## src/rtl/fifo_pkg.sv

```systemverilog
// -----------------------------------------------------------------------------
// fifo_pkg
// Shared definitions for the async FIFO pointer/status generators.
//   FIFO_ADDRSIZE : default RAM address width
//   fifo_depth()  : number of RAM entries for a given address width
//   bin2gray()    : binary to reflected Gray code (zero-extended to 32 bits)
//   gray2bin()    : reflected Gray code to binary (zero-extended to 32 bits)
// Both code converters work on any narrower width as long as the unused
// upper bits are zero, so the read and write sides can share them.
// -----------------------------------------------------------------------------
package fifo_pkg;

    localparam int FIFO_ADDRSIZE = 4;

    function automatic int unsigned fifo_depth(input int unsigned addrsize);
        return 32'd1 << addrsize;
    endfunction

    function automatic logic [31:0] bin2gray(input logic [31:0] bin);
        return (bin >> 1) ^ bin;
    endfunction

    function automatic logic [31:0] gray2bin(input logic [31:0] gray);
        logic [31:0] bin;
        bin[31] = gray[31];
        for (int i = 30; i >= 0; i--) begin
            bin[i] = bin[i + 1] ^ gray[i];
        end
        return bin;
    endfunction

endpackage

```

## src/rtl/fifo_gray2bin.sv

```systemverilog
// -----------------------------------------------------------------------------
// fifo_gray2bin
// Combinational Gray-to-binary converter. Each binary bit is the XOR of all
// Gray bits at and above its position (XOR prefix from the MSB).
// Ports:
//   gray : input  [WIDTH-1:0]  Gray-coded value
//   bin  : output [WIDTH-1:0]  binary equivalent
// -----------------------------------------------------------------------------
module fifo_gray2bin #(
    parameter int WIDTH = 5
) (
    input  logic [WIDTH-1:0] gray,
    output logic [WIDTH-1:0] bin
);

    for (genvar i = 0; i < WIDTH; i++) begin : g_bit
        assign bin[i] = ^gray[WIDTH-1:i];
    end

endmodule

```

## src/rtl/wptr_full_gen.sv

```systemverilog
// -----------------------------------------------------------------------------
// wptr_full_gen
// Write-domain pointer and status generator for the async FIFO. Consumes the
// synchronized Gray read pointer and produces the RAM write address, the Gray
// write pointer and registered full / almost-full / level / overflow status.
// Ports (all in the wclk domain):
//   wclk, wrst_n  : clock, asynchronous active-low reset
//   winc          : write request, accepted only while wfull=0
//   wq2_rptr      : synchronized read pointer (Gray, ADDRSIZE+1 bits)
//   wovf_clr      : clears sticky overflow (sticky build only)
//   waddr         : RAM write address (binary)
//   wptr          : Gray write pointer to the write-to-read synchronizer
//   wfull         : FIFO full
//   walmost_full  : free slots <= AF_MARGIN
//   wlevel        : occupied entries as seen by the writer, 0..DEPTH
//   woverflow     : write attempted while full
// Build option: WPTR_OVF_STICKY_EN makes woverflow sticky until wovf_clr;
// without it woverflow is a one-cycle pulse and wovf_clr is ignored.
// -----------------------------------------------------------------------------
module wptr_full_gen
    import fifo_pkg::*;
#(
    parameter int ADDRSIZE  = FIFO_ADDRSIZE,
    parameter int AF_MARGIN = 2
) (
    input  logic                wclk,
    input  logic                wrst_n,
    input  logic                winc,
    input  logic [ADDRSIZE:0]   wq2_rptr,
    input  logic                wovf_clr,
    output logic [ADDRSIZE-1:0] waddr,
    output logic [ADDRSIZE:0]   wptr,
    output logic                wfull,
    output logic                walmost_full,
    output logic [ADDRSIZE:0]   wlevel,
    output logic                woverflow
);

    localparam int DEPTH = int'(fifo_depth(ADDRSIZE));
    localparam int PW    = ADDRSIZE + 1;  // pointer width
    localparam int LW    = ADDRSIZE + 2;  // one guard bit for the free-slot math

    logic [PW-1:0] wbin_q,  wbin_d;
    logic [PW-1:0] wptr_q,  wptr_d;
    logic          wfull_q, wfull_d;
    logic          waf_q,   waf_d;
    logic [PW-1:0] wlevel_q, wlevel_d;
    logic          wovf_q,  wovf_d;

    logic          wen_s;
    logic          ovf_evt_s;
    logic [PW-1:0] rbin_s;
    logic [LW-1:0] free_s;

    fifo_gray2bin #(
        .WIDTH (PW)
    ) u_rptr_g2b (
        .gray (wq2_rptr),
        .bin  (rbin_s)
    );

`ifndef WPTR_OVF_STICKY_EN
    // Clear input has no function in pulse mode.
    logic unused_ovf_clr_s;
    assign unused_ovf_clr_s = wovf_clr;
`endif

    // Next-state for pointers, flags and level.
    always_comb begin
        wen_s     = winc & ~wfull_q;
        ovf_evt_s = winc & wfull_q;

        wbin_d = wbin_q + {{ADDRSIZE{1'b0}}, wen_s};
        wptr_d = (wbin_d >> 1) ^ wbin_d;

        // Full when the next write pointer equals the read pointer with the
        // two MSBs inverted (one lap ahead in Gray space).
        wfull_d = (wptr_d == {~wq2_rptr[ADDRSIZE:ADDRSIZE-1], wq2_rptr[ADDRSIZE-2:0]});

        // Modulo subtraction yields 0..DEPTH because the pointers never
        // drift more than one lap apart.
        wlevel_d = wbin_d - rbin_s;
        free_s   = LW'(DEPTH) - {1'b0, wlevel_d};
        waf_d    = (free_s <= LW'(AF_MARGIN));

`ifdef WPTR_OVF_STICKY_EN
        // Set dominates a simultaneous clear.
        wovf_d = ovf_evt_s | (wovf_q & ~wovf_clr);
`else
        wovf_d = ovf_evt_s;
`endif
    end

    // State and status registers.
    always_ff @(posedge wclk or negedge wrst_n) begin
        if (!wrst_n) begin
            wbin_q   <= {PW{1'b0}};
            wptr_q   <= {PW{1'b0}};
            wfull_q  <= 1'b0;
            waf_q    <= 1'b0;
            wlevel_q <= {PW{1'b0}};
            wovf_q   <= 1'b0;
        end else begin
            wbin_q   <= wbin_d;
            wptr_q   <= wptr_d;
            wfull_q  <= wfull_d;
            waf_q    <= waf_d;
            wlevel_q <= wlevel_d;
            wovf_q   <= wovf_d;
        end
    end

    assign waddr        = wbin_q[ADDRSIZE-1:0];
    assign wptr         = wptr_q;
    assign wfull        = wfull_q;
    assign walmost_full = waf_q;
    assign wlevel       = wlevel_q;
    assign woverflow    = wovf_q;

endmodule

```

## config.mk

```make
export PLATFORM = sky130hd
export DESIGN_NAME = wptr_full_gen
export DESIGN_NICKNAME = d
export VERILOG_FILES = /design/src/rtl/fifo_pkg.sv /design/src/rtl/fifo_gray2bin.sv /design/src/rtl/wptr_full_gen.sv
export SDC_FILE = /design/constraint.sdc
export NUM_CORES = 1
export LEC_CHECK = 0
export CAP_MARGIN = 30
export CORE_UTILIZATION = 25
export CTS_BUF_LIST = sky130_fd_sc_hd__clkbuf_4 sky130_fd_sc_hd__clkbuf_8 sky130_fd_sc_hd__clkbuf_16
export CTS_CLUSTER_DIAMETER = 60
export DETAILED_ROUTE_END_ITERATION = 8
export PLACE_DENSITY = 0.58
export SLEW_MARGIN = 10
export SYNTH_ARGS = -nofsm -noshare
export SYNTH_HDL_FRONTEND = slang
export SYNTH_SLANG_ARGS = --single-unit
```

## constraint.sdc

```tcl
create_clock -name wclk -period 2.7 [get_ports wclk]
set_input_delay 0.405 -clock wclk [delete_from_list [all_inputs] [get_ports wclk]]
set_output_delay 0.405 -clock wclk [all_outputs]
set_load 0.02 [all_outputs]
```

## Word level (Yosys, flattened, before mapping)

Cells that the tools add are included.
Widths: inputs -> output; s select.

| word-level totals | value |
|---|---|
| register bits after elaboration | 18 |
| bits of input ports | 9 |
| output and inout port bits | 17 |
| logic and storage cells | 20 |

| cells by class | value |
|---|---|
| $add $sub $neg | 3 |
| order comparisons | 1 |
| equality and inequality tests | 1 |
| bitwise operators | 5 |
| reduce and logical (&&, ||, !) cells | 4 |

Operator list:

| operator | number |
|---|---|
| $le 6x2->1 const B | 1 |
| $sub 5x5->6 const A | 1 |
| $add 5x1->5 | 1 |
| $eq 5x5->1 | 1 |
| $reduce_xor 5->1 | 1 |
| $sub 5x5->5 | 1 |
| $xor 4x5->5 | 1 |
| $reduce_xor 4->1 | 1 |
| $reduce_xor 3->1 | 1 |
| $and 1x1->1 | 2 |
| $not 2->2 | 1 |
| $reduce_xor 2->1 | 1 |
| $not 1->1 | 1 |

## Depth between registers and ports, before layout

| logic depth | value |
|---|---|
| word-level depth | 6 |
| mapped depth | 13 |
| mapped depth without buffers | 13 |

## Hierarchy

A second synthesis with hierarchy kept.

| unflattened totals | value |
|---|---|
| cell total of the unflattened synthesis | 85 |
| area total of the unflattened synthesis | 978.4 um2 |

By module, submodules not included:

| module | instances | cells an instance | area an instance (um2) | seq. area each (um2) |
|---|---|---|---|---|
| wptr_full_gen | 1 | 79 | 905.9 | 425.4 |
| fifo_gray2bin | 1 | 6 | 72.6 | 0.0 |

## Worst setup path after synthesis

OpenSTA, ideal clock, no wires.

| timing path | value |
|---|---|
| kind | in2reg |
| from | in wq2_rptr[3] |
| to | reg waf_q (netlist: walmost_full) |
| arrival | 2.715 ns |
| required time | 2.621 ns |
| slack | -0.094 ns |
| stages | 13 |
| buffers on the path | 0 |
| cell sequence | xnor2_2 > xor2_1 > xor2_1 > xnor2_1 > ha_1 > inv_1 > fa_1 > inv_1 > ha_1 > nand2b_1 > nand4_1 > a21o_1 > mux2i_1 |

| between the ends | value |
|---|---|
| cells in the longest elaborated chain, start to end | 4 |
| elaborated cells on any way between the ends | 7 |
| classes of those cells | add/sub: 2; order compare: 1; reduce/logical: 4 |

Ends and longest elaborated chain:

| element | RTL line | source |
|---|---|---|
| from (decl) | wptr_full_gen.sv:29 | `input logic [ADDRSIZE:0] wq2_rptr,` |
| $reduce_xor 5->1 / $reduce_xor 4->1 (equally long branches) | fifo_gray2bin.sv:17 | `assign bin[i] = ^gray[WIDTH-1:i];` |
| $sub 5x5->5 * | wptr_full_gen.sv:82 | `wlevel_d = wbin_d - rbin_s;` |
| via wlevel_d[1] | wptr_full_gen.sv:47 | `logic [PW-1:0] wlevel_q, wlevel_d;` |
| $sub 5x5->6 * | wptr_full_gen.sv:83 | `free_s = LW'(DEPTH) - {1'b0, wlevel_d};` |
| $le 6x2->1 * | wptr_full_gen.sv:84 | `waf_d = (free_s <= LW'(AF_MARGIN));` |
| via waf_d | wptr_full_gen.sv:46 | `logic waf_q, waf_d;` |
| to (signal assigned) | wptr_full_gen.sv:107 | `waf_q <= waf_d;` |
| to (decl) | wptr_full_gen.sv:46 |  |

Mark *: on every way through the listed nets, which the timed path passes. The rest lies on a longest branch.

## Final worst setup path

Same ends and word-level chain as after synthesis.

==> flow_metrics.env <==
export IMPL_htree_levels=1
export IMPL_globalRouteTotalUtil_pct=10.3
export IMPL_path_class="in -> reg"
export IMPL_setup_ws_ns=0.137
export IMPL_first_pass_iters=3
export IMPL_antenna_found_initial=0
export IMPL_core_mm2=0.00372
export IMPL_seq_area_frac_synth_pct=43.3
export IMPL_synth_cell_types=30
export IMPL_viasPerCell=4.15
export IMPL_fin_skew_ns=0.00197
export IMPL_syn_avg_cell_area_um2=12.1
export IMPL_io_buffers=24
export IMPL_post_place_ws_ns=-0.629
export IMPL_maxCapViolCount=0
export IMPL_grt_pass1_vias=746
export IMPL_cts_buffer_depth=2
export IMPL_path_clk_slew_ns=0.06
export IMPL_drv_slew=0
export IMPL_layout_common_cells="19 x clkdlybuf4s50_1, 18 x buf_4, 17 x dfrtp_1, 8 x xnor2_1, 7 x xor2_1"
export IMPL_layout_commonest_cell="clkdlybuf4s50_1"
export IMPL_slew_headroom_pct=49.7
export IMPL_cts_made_buffers=3
export IMPL_final_nets=146
export IMPL_syn_area_um2=982
export IMPL_finalCritPeriodShare_pct=94.9
export IMPL_crit_fanout=2
export IMPL_wl_um=1850
export IMPL_dpl_instance_area_mm2=0.00140
export IMPL_area_growth_pct=55.2
export IMPL_drc=0
export IMPL_max_freq_mhz=390
export IMPL_power_per_cell_area_mw_per_mm2=1510
export IMPL_syn_inst=81
export IMPL_ir_worst_vdd_mv=0.521
export IMPL_yosysWarningCount=0
export IMPL_synth_seq_cells=17
export IMPL_critPathMostFrequentCell="xor2_2"
export IMPL_root_buffer="clkbuf_8"
export IMPL_grt_pass1_wl_um=3280
export IMPL_cts_tree="done"
export IMPL_whs_ns=0.417
export IMPL_worst_ep_arrival_time_ns=2.74
export IMPL_dp_hpwl_um=1520
export IMPL_routedWlPerCell_um=10.6
export IMPL_cts_hold_fix_buffers=0
export IMPL_cp_slowest_cell="fa_1"
export IMPL_cp_slowest_stage_delay_ns=0.50
export IMPL_fp_dieW_um=64.7
export IMPL_final_hold_viol_count=0
export IMPL_start_kind="input pin"
export IMPL_design_area_mm2=0.00152
export IMPL_post_route_util_pct=41.0
export IMPL_dieArea_mm2=0.00418
export IMPL_place_gp_congestion=0.712
export IMPL_die_y_um=64.7
export IMPL_p_leak_nw=0.707
export IMPL_vias=726
export IMPL_hold_class="in -> reg"
export IMPL_worstPathCellList="buf_8 > xnor2_4 > xor2_2 > xor2_2 > xnor2_1 > ha_2 > inv_2 > fa_1 > inv_1 > ha_1 > nand2b_1 > nand4_1 > a21o_1 > mux2i_1"
export IMPL_drive_above_1_share_pct=29.1
export IMPL_floorplan_rows=22
export IMPL_finalPower_mw=2.30
export IMPL_ios=26
export IMPL_period_minus_slack_ns=2.56
export IMPL_synth_net_count=99
export IMPL_worstMarginPinSlew_ns=0.752
export IMPL_cts_sinks=17
export IMPL_rsz0062_at_grt="true"
export IMPL_outcome="finished clean"
export IMPL_cp_required_ns=2.88
export IMPL_drt_iter0_markers=20
export IMPL_clk_latency_ns=0.25
export IMPL_grt_overflow=0
export IMPL_initial_core_util_pct=26.4
export IMPL_finalSetupViolCount=0
export IMPL_grt_max_degree=18
export IMPL_end_kind="flip-flop"
export IMPL_antenna_left=0
export IMPL_antenna_cells=0
## critical path, delay by kind of cell
kind            cells  cell delay, ns
fa+ha+maj           3            0.97
xor+xnor            4            0.72
simple gates        2            0.16
buf+inv             3            0.19
mux                 1            0.12
compound gates      1            0.17
## power by group
part	internal [mW]	switching, mW	total [mW]
clock network	0.102	0.0850	0.187
registers	0.389	0.0878	0.477
logic	0.868	0.769	1.64
total	1.36	0.941	2.30
## worst paths after layout
check                                 start           end  slack (ns)  cells past startpoint
worst max-delay path            wq2_rptr[3]  walmost_full        0.14                     14
worst min-delay path                   winc     woverflow        0.42                      2
worst max register to register        wfull  walmost_full        0.29                     12
worst min register to register        wfull     woverflow        0.57                      1
max in group asynchronous            wrst_n       wptr[0]        1.63                      1
min in group asynchronous            wrst_n     wlevel[2]        0.60                      1
## sequential cells by signal, indices dropped and copies added, names as in the netlist
signal and count:
wbin_q 5, woverflow 1, wlevel 5, walmost_full 1
wptr 4, wfull 1
## Yosys cell counts
library cell | n | share of area (%)
o2111ai_1 | 1 | 0.89
or3_1 | 1 | 0.64
nand4_1 | 1 | 0.64
a21boi_0 | 1 | 0.76
inv_1 | 5 | 1.9
nand2_1 | 2 | 0.76
o211ai_1 | 1 | 0.76
ha_1 | 8 | 10
o21ai_0 | 1 | 0.51
xnor2_1 | 9 | 8.0
nand2b_1 | 1 | 0.64
nor2b_1 | 2 | 1.3
nand3_1 | 1 | 0.51
a21oi_1 | 1 | 0.51
dfrtp_1 | 17 | 43
and2_1 | 3 | 1.9
xnor2_2 | 1 | 1.7
nand3_2 | 1 | 1.0
and3b_2 | 1 | 1.0
xor2_1 | 9 | 8.0
a21o_1 | 3 | 2.3
nor2_1 | 2 | 0.76
xor2_2 | 1 | 1.7
xor3_1 | 1 | 2.4
nor4_2 | 1 | 1.3
o2bb2ai_1 | 1 | 0.89
and3b_1 | 1 | 0.89
mux2i_1 | 2 | 2.0
fa_1 | 1 | 2.0
nor3b_1 | 1 | 0.76
## per-layer routing
layer | vias to the layer above | routed length (um) | track usage (%)
met1 | 341 | 858 | 13.8
met2 | 14 | 922 | 15.9
met5 | - | 0 | 0
met4 | 0 | 29 | 5.00
li1 | 367 | - | -
met3 | 4 | 38 | 1.58
## area by class of cell
type / count / area [um2]
Clock buffer: 3 / 41.3
Clock inverter: 1 / 5.00
Fill cell: 354 / 2190
Inverter: 5 / 18.8
Multi-Input combinational cell: 59 / 587
Sequential cell: 17 / 425
Tap cell: 48 / 60.1
Timing Repair Buffer: 42 / 387
## stage by stage
| step | TNS, ns | instances |
|---|---|---|
| final | 0 | 175 |
| after floorplan | -0.0919 | 81 |
| after global placement | -1.36 | 168 |
| after global routing | -0.0307 | 175 |
| after CTS | 0 | 174 |
| after detailed placement | -1.49 | 168 |
## timing repair
action	in CTS	in global routing
resized for setup	16	11
endpoints found under the setup margin	3	2
buffers inserted	2	1
cloned	0	0
pin swaps	9	8
## cells by family after synthesis
kind of cell	Yosys count	share of synthesized area, %
flip-flops	17	43.3
AO/OA/AOI/OAI	9	6.62
AND/OR/NAND/NOR	18	12.1
buffers and inverters	5	1.91
multiplexers	2	2.04
XOR/XNOR	21	21.8
adder cells (fa/ha/maj)	9	12.2
No activity file was read; power rests on OpenSTA's default activity.
